`config.mk`:
```
export PLATFORM = sky130hd
export DESIGN_NAME = rs_issue_sched
export DESIGN_NICKNAME = d
export VERILOG_FILES = /design/src/rtl/rs_issue_sched.sv
export SDC_FILE = /design/constraint.sdc
export NUM_CORES = 1
export LEC_CHECK = 0
export ABC_AREA = 0
export BUFFER_PORTS_ARGS = -buffer_cell sky130_fd_sc_hd__buf_2
export CAP_MARGIN = 20
export CORE_MARGIN = 3
export CORE_UTILIZATION = 40
export CTS_CLUSTER_SIZE = 25
export DETAILED_ROUTE_END_ITERATION = 6
export GPL_ROUTABILITY_DRIVEN = 0
export PLACE_DENSITY = 0.58
export SETUP_SLACK_MARGIN = 0.2
export SYNTH_ARGS = -nofsm -noshare
export SYNTH_HDL_FRONTEND = slang
export SYNTH_SLANG_ARGS = --single-unit
```
`constraint.sdc`:
```
create_clock -name clk -period 12.4 [get_ports clk]
set_input_delay 1.24 -clock clk [delete_from_list [all_inputs] [get_ports clk]]
set_output_delay 1.24 -clock clk [all_outputs]
set_load 0.05 [all_outputs]
```
`src/rtl/rs_issue_sched.sv`:
```
// rs_issue_sched: issue scheduler for the 8-entry ALU reservation station.
//
// Holds only tags and status for each entry. Operand payloads are stored elsewhere.
// The block applies CDB wakeups and keeps an age matrix. Each cycle it picks the
// oldest READY entry and places it in an issue register, which feeds the ALU
// over a valid/ready handshake.
//
// Ports:
//   clk, reset                 clock (rising edge), async active-high reset
//   alloc{0,1}_*               dispatch writes; slot 1 is younger than slot 0
//   wb_valid, wb_tag           CDB broadcast used for wakeup
//   flush                      synchronous squash of every entry
//   issue_valid/idx/ready      selected entry handshake towards the ALU
//   entry_busy, free_count     occupancy, sent to the free-slot finder and stall logic
//
// Optional macro RS_ISSUE_PERF_EN adds two outputs:
//   perf_issued  counts issue handshakes
//   perf_stall   counts cycles with issue_valid && !issue_ready
// Both counters are cleared by reset only. A flush does not clear them.

// Per-entry status: tags, ready bits and the FREE/WAIT/READY/PICKED FSM.
module rs_issue_entry #(
  parameter int TAG_W = 7
) (
  input  logic             clk,
  input  logic             reset,
  input  logic             flush_i,
  input  logic             alloc_i,
  input  logic [TAG_W-1:0] src1_tag_i,
  input  logic [TAG_W-1:0] src2_tag_i,
  input  logic             src1_rdy_i,
  input  logic             src2_rdy_i,
  input  logic             wb_valid_i,
  input  logic [TAG_W-1:0] wb_tag_i,
  input  logic             pick_i,
  input  logic             done_i,
  output logic             busy_o,
  output logic             busy_d_o,
  output logic             ready_o
);
  typedef enum logic [1:0] {S_FREE, S_WAIT, S_READY, S_PICKED} state_e;

  state_e           state_q, state_d;
  logic [TAG_W-1:0] tag1_q, tag1_d, tag2_q, tag2_d;
  logic             rdy1_q, rdy1_d, rdy2_q, rdy2_d;

  always_ff @(posedge clk or posedge reset) begin
    if (reset) begin
      state_q <= S_FREE;
      tag1_q  <= '0;
      tag2_q  <= '0;
      rdy1_q  <= 1'b0;
      rdy2_q  <= 1'b0;
    end else begin
      state_q <= state_d;
      tag1_q  <= tag1_d;
      tag2_q  <= tag2_d;
      rdy1_q  <= rdy1_d;
      rdy2_q  <= rdy2_d;
    end
  end

  always_comb begin
    state_d = state_q;
    tag1_d  = tag1_q;
    tag2_d  = tag2_q;
    rdy1_d  = rdy1_q;
    rdy2_d  = rdy2_q;
    case (state_q)
      S_FREE: if (alloc_i) begin
        tag1_d  = src1_tag_i;
        tag2_d  = src2_tag_i;
        // Bypass: a broadcast in the alloc cycle counts as already available.
        rdy1_d  = src1_rdy_i | (wb_valid_i && (wb_tag_i == src1_tag_i));
        rdy2_d  = src2_rdy_i | (wb_valid_i && (wb_tag_i == src2_tag_i));
        state_d = (rdy1_d && rdy2_d) ? S_READY : S_WAIT;
      end
      S_WAIT: begin
        rdy1_d = rdy1_q | (wb_valid_i && (wb_tag_i == tag1_q));
        rdy2_d = rdy2_q | (wb_valid_i && (wb_tag_i == tag2_q));
        if (rdy1_d && rdy2_d) state_d = S_READY;
      end
      S_READY:  if (pick_i) state_d = S_PICKED;
      S_PICKED: if (done_i) state_d = S_FREE;
      default:  state_d = S_FREE;
    endcase
    if (flush_i) state_d = S_FREE;
  end

  assign busy_o   = (state_q != S_FREE);
  assign busy_d_o = (state_d != S_FREE);
  assign ready_o  = (state_q == S_READY);
endmodule

module rs_issue_sched #(
  parameter int DEPTH = 8,
  parameter int IDX_W = $clog2(DEPTH),
  parameter int TAG_W = 7
) (
  input  logic             clk,
  input  logic             reset,
  input  logic             alloc0_valid,
  input  logic [IDX_W-1:0] alloc0_idx,
  input  logic [TAG_W-1:0] alloc0_src1_tag,
  input  logic [TAG_W-1:0] alloc0_src2_tag,
  input  logic             alloc0_src1_rdy,
  input  logic             alloc0_src2_rdy,
  input  logic             alloc1_valid,
  input  logic [IDX_W-1:0] alloc1_idx,
  input  logic [TAG_W-1:0] alloc1_src1_tag,
  input  logic [TAG_W-1:0] alloc1_src2_tag,
  input  logic             alloc1_src1_rdy,
  input  logic             alloc1_src2_rdy,
  input  logic             wb_valid,
  input  logic [TAG_W-1:0] wb_tag,
  input  logic             flush,
  output logic             issue_valid,
  output logic [IDX_W-1:0] issue_idx,
  input  logic             issue_ready,
  output logic [DEPTH-1:0] entry_busy,
`ifdef RS_ISSUE_PERF_EN
  output logic [IDX_W:0]   free_count,
  output logic [31:0]      perf_issued,
  output logic [31:0]      perf_stall
`else
  output logic [IDX_W:0]   free_count
`endif
);
  localparam int CNT_W = IDX_W + 1;

  logic [DEPTH-1:0]            alloc_vec, pick_vec, done_vec;
  logic [DEPTH-1:0]            busy, busy_d, ready, blk, cand;
  logic [DEPTH-1:0][DEPTH-1:0] older_q, older_d;  // [j][i]: j is older than i
  logic [IDX_W-1:0]            cand_idx, issue_idx_q, issue_idx_d;
  logic                        issue_valid_q, issue_valid_d;
  logic [CNT_W-1:0]            free_count_q, free_count_d;
  logic                        hs, load;

  assign hs   = issue_valid_q && issue_ready;
  assign load = (!issue_valid_q || issue_ready) && (|cand) && !flush;

  for (genvar g = 0; g < DEPTH; g++) begin : g_ent
    logic sel0, sel1;
    assign sel0         = alloc0_valid && (alloc0_idx == IDX_W'(g));
    assign sel1         = alloc1_valid && (alloc1_idx == IDX_W'(g));
    assign alloc_vec[g] = sel0 | sel1;
    assign pick_vec[g]  = load && cand[g];
    assign done_vec[g]  = hs && (issue_idx_q == IDX_W'(g));

    rs_issue_entry #(.TAG_W(TAG_W)) u_ent (
      .clk        (clk),
      .reset      (reset),
      .flush_i    (flush),
      .alloc_i    (alloc_vec[g]),
      .src1_tag_i (sel1 ? alloc1_src1_tag : alloc0_src1_tag),
      .src2_tag_i (sel1 ? alloc1_src2_tag : alloc0_src2_tag),
      .src1_rdy_i (sel1 ? alloc1_src1_rdy : alloc0_src1_rdy),
      .src2_rdy_i (sel1 ? alloc1_src2_rdy : alloc0_src2_rdy),
      .wb_valid_i (wb_valid),
      .wb_tag_i   (wb_tag),
      .pick_i     (pick_vec[g]),
      .done_i     (done_vec[g]),
      .busy_o     (busy[g]),
      .busy_d_o   (busy_d[g]),
      .ready_o    (ready[g])
    );
  end

  // Age matrix. A new entry is younger than every entry already busy, so its
  // column copies the busy vector and its row is cleared. In a dual alloc,
  // slot 0 is treated as older than slot 1.
  always_comb begin
    older_d = older_q;
    for (int i = 0; i < DEPTH; i++) begin
      for (int j = 0; j < DEPTH; j++) begin
        if (alloc_vec[i])
          older_d[j][i] = busy[j] | (alloc0_valid && alloc1_valid &&
                                     (alloc0_idx == IDX_W'(j)) && (alloc1_idx == IDX_W'(i)));
        else if (alloc_vec[j])
          older_d[j][i] = 1'b0;
      end
    end
    if (flush) older_d = '0;
  end

  // Oldest-ready select. Ages form a total order, so cand is at most one-hot,
  // and an OR-reduce encodes it into an index.
  always_comb begin
    blk      = '0;
    cand     = '0;
    cand_idx = '0;
    for (int i = 0; i < DEPTH; i++)
      for (int j = 0; j < DEPTH; j++)
        blk[i] = blk[i] | (older_q[j][i] & ready[j]);
    for (int i = 0; i < DEPTH; i++) begin
      cand[i] = ready[i] & ~blk[i];
      if (cand[i]) cand_idx = cand_idx | IDX_W'(i);
    end
  end

  always_comb begin
    issue_valid_d = issue_valid_q;
    issue_idx_d   = issue_idx_q;
    if (flush) begin
      issue_valid_d = 1'b0;
    end else if (!issue_valid_q || issue_ready) begin
      issue_valid_d = |cand;
      if (|cand) issue_idx_d = cand_idx;
    end
  end

  // Counted from next-state busy so that the registered value matches entry_busy.
  always_comb begin
    free_count_d = '0;
    for (int i = 0; i < DEPTH; i++)
      free_count_d = free_count_d + {{IDX_W{1'b0}}, ~busy_d[i]};
  end

  always_ff @(posedge clk or posedge reset) begin
    if (reset) begin
      older_q       <= '0;
      issue_valid_q <= 1'b0;
      issue_idx_q   <= '0;
      free_count_q  <= CNT_W'(DEPTH);
    end else begin
      older_q       <= older_d;
      issue_valid_q <= issue_valid_d;
      issue_idx_q   <= issue_idx_d;
      free_count_q  <= free_count_d;
    end
  end

  assign issue_valid = issue_valid_q;
  assign issue_idx   = issue_idx_q;
  assign entry_busy  = busy;
  assign free_count  = free_count_q;

`ifdef RS_ISSUE_PERF_EN
  logic [31:0] perf_issued_q, perf_stall_q;
  always_ff @(posedge clk or posedge reset) begin
    if (reset) begin
      perf_issued_q <= '0;
      perf_stall_q  <= '0;
    end else begin
      if (hs && !flush)                 perf_issued_q <= perf_issued_q + 32'd1;
      if (issue_valid_q && !issue_ready) perf_stall_q  <= perf_stall_q + 32'd1;
    end
  end
  assign perf_issued = perf_issued_q;
  assign perf_stall  = perf_stall_q;
`endif

`ifndef SYNTHESIS
  a_alloc0_free: assert property (@(posedge clk) disable iff (reset)
    alloc0_valid |-> !busy[alloc0_idx]);
  a_alloc1_free: assert property (@(posedge clk) disable iff (reset)
    alloc1_valid |-> !busy[alloc1_idx]);
  a_alloc_dup: assert property (@(posedge clk) disable iff (reset)
    (alloc0_valid && alloc1_valid) |-> (alloc0_idx != alloc1_idx));
  a_cand_1hot: assert property (@(posedge clk) disable iff (reset) $onehot0(cand));
`endif
endmodule

```
==> impl_metrics.env, run 1 <==
export IMPL_arrival_ns=6.54
export IMPL_cpPeakStageDelay_ns=0.81
export IMPL_critPathKind="in2reg"
export IMPL_max_slew_margin_rel=0.267
export IMPL_rr_endpoint="free_count[2]$_DFF_PP0_"
export IMPL_final_nets=1801
export IMPL_path_cells="buf_2 > and4bb_2 > mux2i_1 > or2_2 > o2111ai_1 > o41a_1 > o41ai_2 > nor3_1 > fa_1 > inv_1 > fa_1 > inv_1 > fa_1 > ha_1 > inv_1 > fa_1 > xnor2_1"
export IMPL_p_leak_nw=6.57
export IMPL_grt_pass1_wl_um=85800
export IMPL_power_density_mw_per_mm2=163
export IMPL_grt_max_degree=90
export IMPL_end_kind="flip-flop"
export IMPL_regToRegStartpoint="g_ent[4].u_ent.state_q[0]$_DFF_PP0_"
export IMPL_crit_path_end="free_count[2]$_DFF_PP0_"
export IMPL_cp_num_cells=17
export IMPL_area_growth_pct=8.92
export IMPL_wl_per_cell_um=25.6
export IMPL_antenna_cells=0
export IMPL_drtPass1Iterations=7
export IMPL_setup_violations=0
export IMPL_postSynthCellCount=1770
export IMPL_final_max_slew_viol_count=0
export IMPL_path_common_cell="fa_1"
export IMPL_synth_top_flop_cell="dfrtp_1"
export IMPL_cts_max_path_buffers=3
export IMPL_async_flop_share=1.00
export IMPL_track_usage=0.286
export IMPL_h_tree_depth=1
export IMPL_hold_buffers=0
export IMPL_vias_per_cell=6.30
export IMPL_antenna_found_initial=1
export IMPL_die_area_mm2=0.0391
export IMPL_tightestPinTransition_ns=1.10
export IMPL_crit_slowest_cell="and4bb_2"
export IMPL_clock_root_buffer="clkbuf_16"
export IMPL_drtIter0Drc=1385
export IMPL_core_mm2=0.0359
export IMPL_fill_cells=3633
export IMPL_period_share=0.492
export IMPL_fin_util=0.446
export IMPL_rsz0062_at_grt="no"
export IMPL_synth_edf_count=0
export IMPL_syn_nets=1829
export IMPL_cts_made_buffers=26
export IMPL_drc=0
export IMPL_synth_simple_area_share=0.208
export IMPL_clk_insertion_delay_late_ns=0.56
export IMPL_cp_required_ns=12.84
export IMPL_hold_viol=0
export IMPL_crit_family="adder cells"
export IMPL_synth_compound_area_frac=0.209
export IMPL_critPathLaunch="alloc1_valid"
export IMPL_io_pins=68
export IMPL_clock_sinks=216
export IMPL_status="finished, final reports clean"
export IMPL_start_util=0.410
export IMPL_synthDistinctLibCells=85
export IMPL_synth_xor_area_frac=0.0999
export IMPL_muxShareOfSynthArea=0.0485
export IMPL_route_final_wire_length_um=56800
export IMPL_hp_class="reg2reg"
export IMPL_ff2ff_path_depth=13
export IMPL_globalRouteOverflowTotal=0
export IMPL_vias=14000
export IMPL_holdPathStages=1
export IMPL_drt_antenna_violating_nets=0
export IMPL_ir_worst_vdd_v=0.000101
export IMPL_yosys_area_share_adder=0.00800
export IMPL_synth_top_family_by_area="compound AO/OA/AOI/OAI gates"
export IMPL_synth_cell_area_mm2=0.0147
export IMPL_cts_tree="built"
export IMPL_critPathLaunchType="primary input"
export IMPL_die_h_um=198
export IMPL_drive_gt1_frac=0.0955
export IMPL_cts_resized=0
export IMPL_r2r_slack_ns=6.99
export IMPL_synth_avg_cell_area_um2=8.31
export IMPL_max_freq_ghz=0.164
export IMPL_critical_path_max_fanout=32
export IMPL_clk_pin_slew_ns=0.06
export IMPL_io_buffers=67
export IMPL_fin_worst_skew_ns=0.0176
export IMPL_final_min_clock_period_ns=6.10
export IMPL_yosys_register_bits=216
export IMPL_die_width_um=198
export IMPL_row_count=69
export IMPL_ys_seq_area_frac=0.368
export IMPL_post_cts_setup_buffers=0
export IMPL_tns_ns=0
export IMPL_yosysWarnings=0
export IMPL_dpl_hpwl_um=38300
export IMPL_maxCapViolCount=0
export IMPL_path_buf_inv=4
export IMPL_grt_pass1_vias=13800
## per-stage QoR
stage	instance area [um^2]	total power [mW]	hold slack (ns)	setup slack, ns	cells
after floorplan	14700	1.64	0.460	5.25	1770
after CTS	16000	2.62	0.500	6.36	2218
after detailed placement	15200	1.89	0.487	5.80	2172
after global routing	16000	2.77	0.524	5.95	2221
final	16000	2.62	0.495	6.30	2221
after global placement	15200	1.88	0.474	5.88	2172
## Yosys cell counts (8+ instances only)
cell type / count / area share
a22oi_1: 24 / 0.012
a31oi_1: 57 / 0.024
a21oi_1: 109 / 0.037
nor2b_1: 22 / 0.0094
o21ai_0: 128 / 0.044
a211oi_1: 10 / 0.0051
xnor2_1: 108 / 0.064
and3b_1: 13 / 0.0077
a221oi_1: 9 / 0.0054
buf_4: 15 / 0.0077
nor3_1: 27 / 0.0092
nor4_1: 20 / 0.0085
buf_2: 35 / 0.012
mux2i_1: 69 / 0.047
and3_1: 10 / 0.0043
o22ai_1: 15 / 0.0064
a2111oi_0: 10 / 0.0060
nand2b_1: 26 / 0.011
dfrtp_1: 215 / 0.37
nand2_1: 194 / 0.050
a32o_1: 24 / 0.016
inv_1: 44 / 0.011
buf_1: 12 / 0.0031
and2_1: 8 / 0.0034
nor2_1: 184 / 0.047
nand4_1: 34 / 0.014
xor2_1: 58 / 0.035
clkbuf_1: 96 / 0.024
nand3_1: 45 / 0.015
## power by group
group / total (mW) / switching [mW] / internal [mW] / leakage, nW
registers: 1.04 / 0.154 / 0.882 / 2.68
clock network: 0.724 / 0.317 / 0.407 / 0.370
logic: 0.857 / 0.536 / 0.321 / 3.52
## sequential cells by signal (all words and copies together) (netlist names)
name	flops
older_q	64
g_ent.u_ent.tag1_q	56
g_ent.u_ent.tag2_q	56
g_ent.u_ent.state_q	16
g_ent.u_ent.rdy1_q	8
g_ent.u_ent.rdy2_q	8
free_count	4
issue_idx	3
issue_valid	1
## how the worst min path moves through the flow
stage	startpoint	endpoint
2_1_floorplan	g_ent[1].u_ent.rdy1_q$_DFFE_PP0P_	g_ent[1].u_ent.rdy1_q$_DFFE_PP0P_
3_3_place_gp	g_ent[1].u_ent.rdy1_q$_DFFE_PP0P_	g_ent[1].u_ent.rdy1_q$_DFFE_PP0P_
3_5_place_dp	g_ent[1].u_ent.rdy1_q$_DFFE_PP0P_	g_ent[1].u_ent.rdy1_q$_DFFE_PP0P_
4_1_cts	g_ent[1].u_ent.rdy1_q$_DFFE_PP0P_	g_ent[1].u_ent.rdy1_q$_DFFE_PP0P_
5_1_grt	g_ent[4].u_ent.tag1_q[2]$_DFFE_PP0P_	g_ent[4].u_ent.tag1_q[2]$_DFFE_PP0P_
6_report	g_ent[1].u_ent.rdy1_q$_DFFE_PP0P_	g_ent[1].u_ent.rdy1_q$_DFFE_PP0P_
## cell type report
type	count	area (um^2)	area share
clock buffers	44	748	0.0467
clock inverters	2	21.3	0.00133
inverters	48	188	0.0117
multi-input cells	1348	8460	0.528
flip-flops and latches	216	5410	0.337
well taps	461	577	0.0360
repair buffers	102	621	0.0387
## cell families after synthesis
logic type / count (synthesis)
mux: 71
buf+inv: 206
simple gates: 629
fa+ha+maj: 7
xor+xnor: 167
compound gates: 474
flops: 216
## routing by layer
metal | vias up | GRT usage | part of all wire
li1 | 6238 | - | -
met1 | 6727 | 0.390 | 0.41
met2 | 819 | 0.446 | 0.44
met3 | 219 | 0.0493 | 0.092
met4 | 0 | 0.132 | 0.055
met5 | - | 0 | 0
## cells in the final DEF (no fill, tap or decap), types with 45 or more instances in the layout
cell,count
dfrtp_1,215
nand2_1,194
nor2_1,179
o21ai_0,127
a21oi_1,109
xnor2_1,108
mux2i_1,69
buf_2,67
xor2_1,58
a31oi_1,57
nand3_1,45
## worst register-to-register path: cells and delay by family (launching register included)
family / cells / cell delay (ns)
AOI/OAI and AO/OA: 1 / 0.56
xor gates and xnor gates: 1 / 0.13
adders and majority gates: 5 / 2.19
buffers and inverters: 3 / 0.18
DFF: 1 / 0.51
and+or+nand+nor: 3 / 1.71
Power figures use the tool's default switching activity.
==> run 2: changes to the inputs <==
==> constraint.sdc (replaced) <==
create_clock -name clk -period 6.4 [get_ports clk]
set_input_delay 0.64 -clock clk [delete_from_list [all_inputs] [get_ports clk]]
set_output_delay 0.64 -clock clk [all_outputs]
set_load 0.05 [all_outputs]
==> run 2 against run 1 <==
  * Combinational power grew 95%
  * Count of clock-buffer cells in the layout fell by 6
  * Cell count is 0.86% higher
  * Final area up 1.8%
  * Die area did not move
  * Setup slack got worse by 5.0 ns
  * Global-route usage is 0.074 points lower
  * Power grew 100%
  * Sequential power grew 93%
  * Clock skew decreased by 0.0085 ns
  * Register-to-register slack got worse by 5.5 ns
  * Highest routed layer unchanged
  * Largest cell class unchanged
  * Largest power group unchanged
  * Routed wire length is 0.19% higher
==> impl_metrics.env, run 2 (synthesis gave the netlist of run 1 again) <==
export IMPL_path_buf_inv=4
export IMPL_pre_cts_ws_ns=0.689
export IMPL_area_growth_pct=10.9
export IMPL_maxCapViolCount=0
export IMPL_crit_family="adder cells"
export IMPL_top_regs="older_q: 64 flops, g_ent.u_ent.tag1_q: 56 flops, g_ent.u_ent.tag2_q: 56 flops"
export IMPL_tns_ns=0
export IMPL_worst_slack_ns=1.25
export IMPL_crit_slowest_cell="and4bb_2"
export IMPL_path_cells="buf_2 > and4bb_2 > mux2i_1 > or2_2 > o2111ai_1 > o41a_1 > o41ai_2 > nor3_1 > fa_1 > inv_1 > fa_1 > inv_1 > fa_1 > ha_1 > inv_1 > fa_1 > xnor2_1"
export IMPL_top_register="older_q"
export IMPL_route_final_wire_length_um=56900
export IMPL_setup_violations=0
export IMPL_fin_worst_skew_ns=0.00911
export IMPL_clk_pin_slew_ns=0.06
export IMPL_die_h_um=198
export IMPL_core_mm2=0.0359
export IMPL_cp_required_ns=6.83
export IMPL_final_nets=1817
export IMPL_final_min_clock_period_ns=5.15
export IMPL_dpl_cell_count=2190
export IMPL_vias_per_cell=6.35
export IMPL_row_count=69
export IMPL_wl_per_cell_um=25.4
export IMPL_largest_reg_flops=64
export IMPL_critical_path_max_fanout=21
export IMPL_seqPwrFrac=0.375
export IMPL_p_sw_frac=0.369
export IMPL_regToRegStartpoint="g_ent[6].u_ent.state_q[0]$_DFF_PP0_"
export IMPL_status="finished, final reports clean"
export IMPL_dpl_hpwl_um=39400
export IMPL_hold_viol=0
export IMPL_cts_max_path_buffers=3
export IMPL_fin_util=0.454
export IMPL_post_cts_setup_buffers=0
export IMPL_clk_insertion_delay_late_ns=0.55
export IMPL_tightestPinTransition_ns=1.15
export IMPL_hp_class="in2async"
export IMPL_cts_tree="built"
export IMPL_end_kind="flip-flop"
export IMPL_max_slew_margin_rel=0.232
export IMPL_grt_pass1_wl_um=85500
export IMPL_drc=0
export IMPL_ir_worst_vdd_v=0.000184
export IMPL_track_usage=0.285
export IMPL_drtPass1Iterations=6
export IMPL_cpPeakStageDelay_ns=0.65
export IMPL_hold_buffers=0
export IMPL_power_density_mw_per_mm2=328
export IMPL_grt_pass1_vias=13800
export IMPL_clock_root_buffer="clkbuf_16"
export IMPL_die_area_mm2=0.0391
export IMPL_max_freq_ghz=0.194
export IMPL_period_share=0.805
export IMPL_fin_cells=2240
export IMPL_drt_antenna_violating_nets=0
export IMPL_h_tree_depth=1
export IMPL_p_leak_nw=6.73
export IMPL_p_sw_mw=1.97
export IMPL_arrival_ns=5.59
export IMPL_die_width_um=198
export IMPL_vias=14200
export IMPL_drive_gt1_frac=0.109
export IMPL_critPathKind="in2reg"
export IMPL_clock_sinks=216
export IMPL_p_total_mw=5.35
export IMPL_critPathLaunch="alloc1_idx[2]"
export IMPL_path_common_cell="fa_1"
export IMPL_start_util=0.410
export IMPL_final_common_cell="dfrtp_1"
export IMPL_critPathLaunchType="primary input"
export IMPL_cts_made_buffers=27
export IMPL_comb_power_share=0.313
export IMPL_io_pins=68
export IMPL_power_frac_clock=0.312
export IMPL_p_int_mw=3.37
export IMPL_cts_resized=0
export IMPL_drtIter0Drc=1743
export IMPL_layout_common_cells="dfrtp_1, nand2_1, nor2_1"
export IMPL_final_max_slew_viol_count=0
export IMPL_io_buffers=67
export IMPL_rsz0062_at_grt="no"
export IMPL_antenna_found_initial=1
export IMPL_globalRouteOverflowTotal=0
export IMPL_grt_max_degree=158
run 2: changes by cell type in the layout (fill, tap and decap cells not counted), moves of 2 or more:
cell	previous run	this run
clkinvlp_4	0	2
buf_4	32	48
buf_8	3	1
clkbuf_1	15	6
clkbuf_8	3	5
clkinv_2	1	4
bufinv_16	0	5
run 2: final timing paths:
check | end | slack [ns] | cells past startpoint
worst min register to register | g_ent[1].u_ent.rdy1_q$_DFFE_PP0P_ | 0.49 | 1
worst max-delay path | free_count[2]$_DFF_PP0_ | 1.25 | 17
worst max register to register | free_count[2]$_DFF_PP0_ | 1.53 | 16
worst min-delay path | older_q[1]$_DFFE_PP0P_ | 0.30 | 3
min in group clk | issue_valid$_DFFE_PP0P_ | 0.41 | 4
max in group asynchronous | g_ent[2].u_ent.tag2_q[3]$_DFFE_PP0P_ | 4.64 | 4
run 2: metrics by stage:
stage               hold slack, ns  area [um^2]
floorplan                    0.460        14700
global placement             0.477        15300
detailed placement           0.477        15400
CTS                          0.386        16300
global route                 0.427        16300
finish                       0.304        16300
run 2: final cells by class:
class | count | area (um^2)
Antenna cell | 1 | 2.50
Clock buffer | 38 | 767
Clock inverter | 11 | 186
Fill cell | 3595 | 19600
Inverter | 48 | 184
Multi-Input combinational cell | 1348 | 8460
Sequential cell | 216 | 5410
Tap cell | 461 | 577
Timing Repair Buffer | 117 | 731
run 2: tightest hold or removal path: cells and delay by family:
kind	cells	cell delay, ns
buf+inv	3	0.71
run 2: layer usage:
metal | vias to the layer above | routed length (um) | track usage
met1 | 6873 | 23200 | 0.383
met3 | 233 | 5040 | 0.0483
met2 | 834 | 25200 | 0.448
met5 | - | 0 | 0
li1 | 6281 | - | -
met4 | 0 | 3490 | 0.139
run 2: power groups by stage:
stage                     logic (mW)  clock network, mW  registers, mW
after floorplan                 1.18                  0           2.01
after global placement          1.64                  0           2.02
after detailed placement        1.65                  0           2.02
after CTS                       1.66               1.70           2.00
after global routing            1.84               1.74           2.05
final                           1.67               1.67           2.01
==> run 3: changes to the inputs <==
==> constraint.sdc (replaced) <==
create_clock -name clk -period 5.2 [get_ports clk]
set_input_delay 0.52 -clock clk [delete_from_list [all_inputs] [get_ports clk]]
set_output_delay 0.52 -clock clk [all_outputs]
set_load 0.05 [all_outputs]
==> run 3 against run 2 <==
  * The run now ends with hold timing left
  * Count of clock-buffer cells in the layout increased by 3
  * Sequential share of layout area decreased by 1.2 points
  * First-iteration DRC count decreased by 12%
  * Register-to-register slack got worse by 1.2 ns
  * Power increased by 21%
  * Clock skew increased by 0.0030 ns
  * Clock power increased by 9.6%
  * Sequential power increased by 21%
  * Flip-flop and latch count unchanged
  * Setup slack got worse by 0.97 ns
  * Via count increased by 2.9%
  * Cell count increased by 3.5%
==> impl_metrics.env, run 3 (synthesis gave the netlist of run 1 again) <==
export IMPL_status="finished, violations left"
export IMPL_violations="hold timing"
export IMPL_die_area_mm2=0.0391
export IMPL_io_buffers=67
export IMPL_end_kind="flip-flop"
export IMPL_h_tree_depth=1
export IMPL_p_int_mw=4.04
export IMPL_path_cells="or3b_2 > a2111oi_0 > and3_1 > a2bb2oi_1 > a21oi_1 > o21ai_0 > fa_1 > inv_1 > fa_1 > inv_1 > fa_1 > ha_1 > inv_1 > fa_1 > xnor2_1"
export IMPL_tns_ns=0
export IMPL_max_freq_ghz=0.203
export IMPL_start_util=0.410
export IMPL_fin_worst_skew_ns=0.0121
export IMPL_ir_worst_vdd_v=0.000216
export IMPL_period_share=0.946
export IMPL_fill_cells=3538
export IMPL_design_area_mm2=0.0169
export IMPL_clock_root_buffer="clkbuf_16"
export IMPL_grt_use_met1=0.399
export IMPL_clock_sinks=216
export IMPL_drt_antenna_violating_nets=0
export IMPL_grt_max_degree=150
export IMPL_drc=0
export IMPL_comb_power_share=0.342
export IMPL_grt_pass1_vias=14100
export IMPL_layout_common_cells="dfrtp_1, nand2_1, nor2_1"
export IMPL_critPathLaunch="g_ent[6].u_ent.state_q[1]$_DFF_PP0_"
export IMPL_gr_usage_met2=0.471
export IMPL_regToRegStartpoint="g_ent[6].u_ent.state_q[1]$_DFF_PP0_"
export IMPL_hp_class="in2async"
export IMPL_wl_per_cell_um=25.6
export IMPL_antenna_cells=0
export IMPL_path_common_cell="fa_1"
export IMPL_seqPwrFrac=0.376
export IMPL_vias=14600
export IMPL_rsz0062_at_grt="no"
export IMPL_hold_buffers=0
export IMPL_cpPeakStageDelay_ns=0.57
export IMPL_drtPass1Iterations=5
export IMPL_p_leak_nw=7.11
export IMPL_antenna_found_initial=2
export IMPL_crit_family="adder cells"
export IMPL_holdWs_ns=-0.00452
export IMPL_cts_tree="built"
export IMPL_top_regs="older_q: 64 flops, g_ent.u_ent.tag1_q: 56 flops, g_ent.u_ent.tag2_q: 56 flops"
export IMPL_hold_viol=5
export IMPL_critPathKind="reg2reg"
export IMPL_cp_required_ns=5.64
export IMPL_top_usage_layer="met2"
export IMPL_cts_max_path_buffers=3
export IMPL_crit_slowest_cell="dfrtp_1"
export IMPL_maxCapViolCount=0
export IMPL_final_common_cell="dfrtp_1"
export IMPL_top_register="older_q"
export IMPL_p_total_mw=6.49
export IMPL_core_mm2=0.0359
export IMPL_arrival_ns=5.35
export IMPL_clk_insertion_delay_late_ns=0.55
export IMPL_gr_usage_met3=0.0465
export IMPL_power_frac_clock=0.282
export IMPL_io_pins=68
export IMPL_globalRouteOverflowTotal=0
export IMPL_largest_reg_flops=64
export IMPL_area_growth_pct=15.1
export IMPL_critical_path_max_fanout=7
export IMPL_die_width_um=198
export IMPL_setup_violations=0
export IMPL_drtIter0Drc=1531
export IMPL_route_final_wire_length_um=59400
export IMPL_place_area_mm2=0.0161
export IMPL_rr_endpoint="free_count[2]$_DFF_PP0_"
export IMPL_die_h_um=198
export IMPL_critPathLaunchType="flip-flop"
export IMPL_r2r_slack_ns=0.28
export IMPL_power_density_mw_per_mm2=384
export IMPL_track_usage=0.299
export IMPL_drive_gt1_frac=0.149
export IMPL_crit_path_end="free_count[2]$_DFF_PP0_"
export IMPL_ff2ff_path_depth=15
export IMPL_max_slew_margin_rel=0.263
export IMPL_dpl_hpwl_um=42600
export IMPL_final_nets=1900
export IMPL_p_sw_frac=0.378
export IMPL_vias_per_cell=6.31
export IMPL_final_max_slew_viol_count=0
export IMPL_path_buf_inv=3
export IMPL_row_count=69
export IMPL_final_min_clock_period_ns=4.92
export IMPL_cp_num_cells=15
export IMPL_grt_pass1_wl_um=88800
export IMPL_p_sw_mw=2.46
export IMPL_cts_made_buffers=26
export IMPL_clk_pin_slew_ns=0.06
export IMPL_tightestPinTransition_ns=1.10
run 3: per-layer routing:
| metal | routed length (um) | vias to the layer above |
|---|---|---|
| met2 | 26300 | 920 |
| met4 | 4000 | 2 |
| met3 | 5330 | 243 |
| met5 | 13 | - |
| met1 | 23900 | 7012 |
| li1 | - | 6454 |
run 3: area by class of cell:
cell class                      instances  area [um^2]  share of cell area
Sequential cell                       216         5410               0.319
Timing Repair Buffer                  201         1460              0.0860
Clock buffer                           41          818              0.0483
Multi-Input combinational cell       1348         8460               0.500
Inverter                               48          184              0.0109
Tap cell                              461          577              0.0341
Clock inverter                          4         22.5             0.00133
run 3: stage by stage:
step                setup WS (ns)  instances   util
global placement          0.00290       2272  0.447
global route                0.214       2319  0.471
detailed placement        -0.0717       2273  0.447
CTS                         0.340       2318  0.471
floorplan                   0.334       1770      -
finish                      0.281       2319  0.471
run 3: power by group through the flow:
stage                     clock [mW]  combinational, mW  sequential [mW]
after global routing            1.90               2.42             2.50
after detailed placement           0               2.18             2.47
after global placement             0               2.16             2.46
final                           1.83               2.22             2.44
after CTS                       1.85               2.19             2.44
after floorplan                    0               1.45             2.47
run 3: worst min-delay path by stage:
stage	slack, ns	depth (start not counted)	startpoint	to
floorplan	0.46	1	g_ent[1].u_ent.rdy1_q$_DFFE_PP0P_	g_ent[1].u_ent.rdy1_q$_DFFE_PP0P_
global placement	0.47	1	g_ent[1].u_ent.rdy1_q$_DFFE_PP0P_	g_ent[1].u_ent.rdy1_q$_DFFE_PP0P_
detailed placement	0.49	1	g_ent[1].u_ent.rdy1_q$_DFFE_PP0P_	g_ent[1].u_ent.rdy1_q$_DFFE_PP0P_
CTS	0.01	2	reset	older_q[9]$_DFFE_PP0P_
global route	0.03	2	reset	older_q[33]$_DFFE_PP0P_
finish	-0.005	2	reset	older_q[1]$_DFFE_PP0P_
run 3: timing repair:
action                     4_1_cts  5_1_grt
setup endpoints to repair        0        2
resized for setup                0        3
setup buffers                    0        0
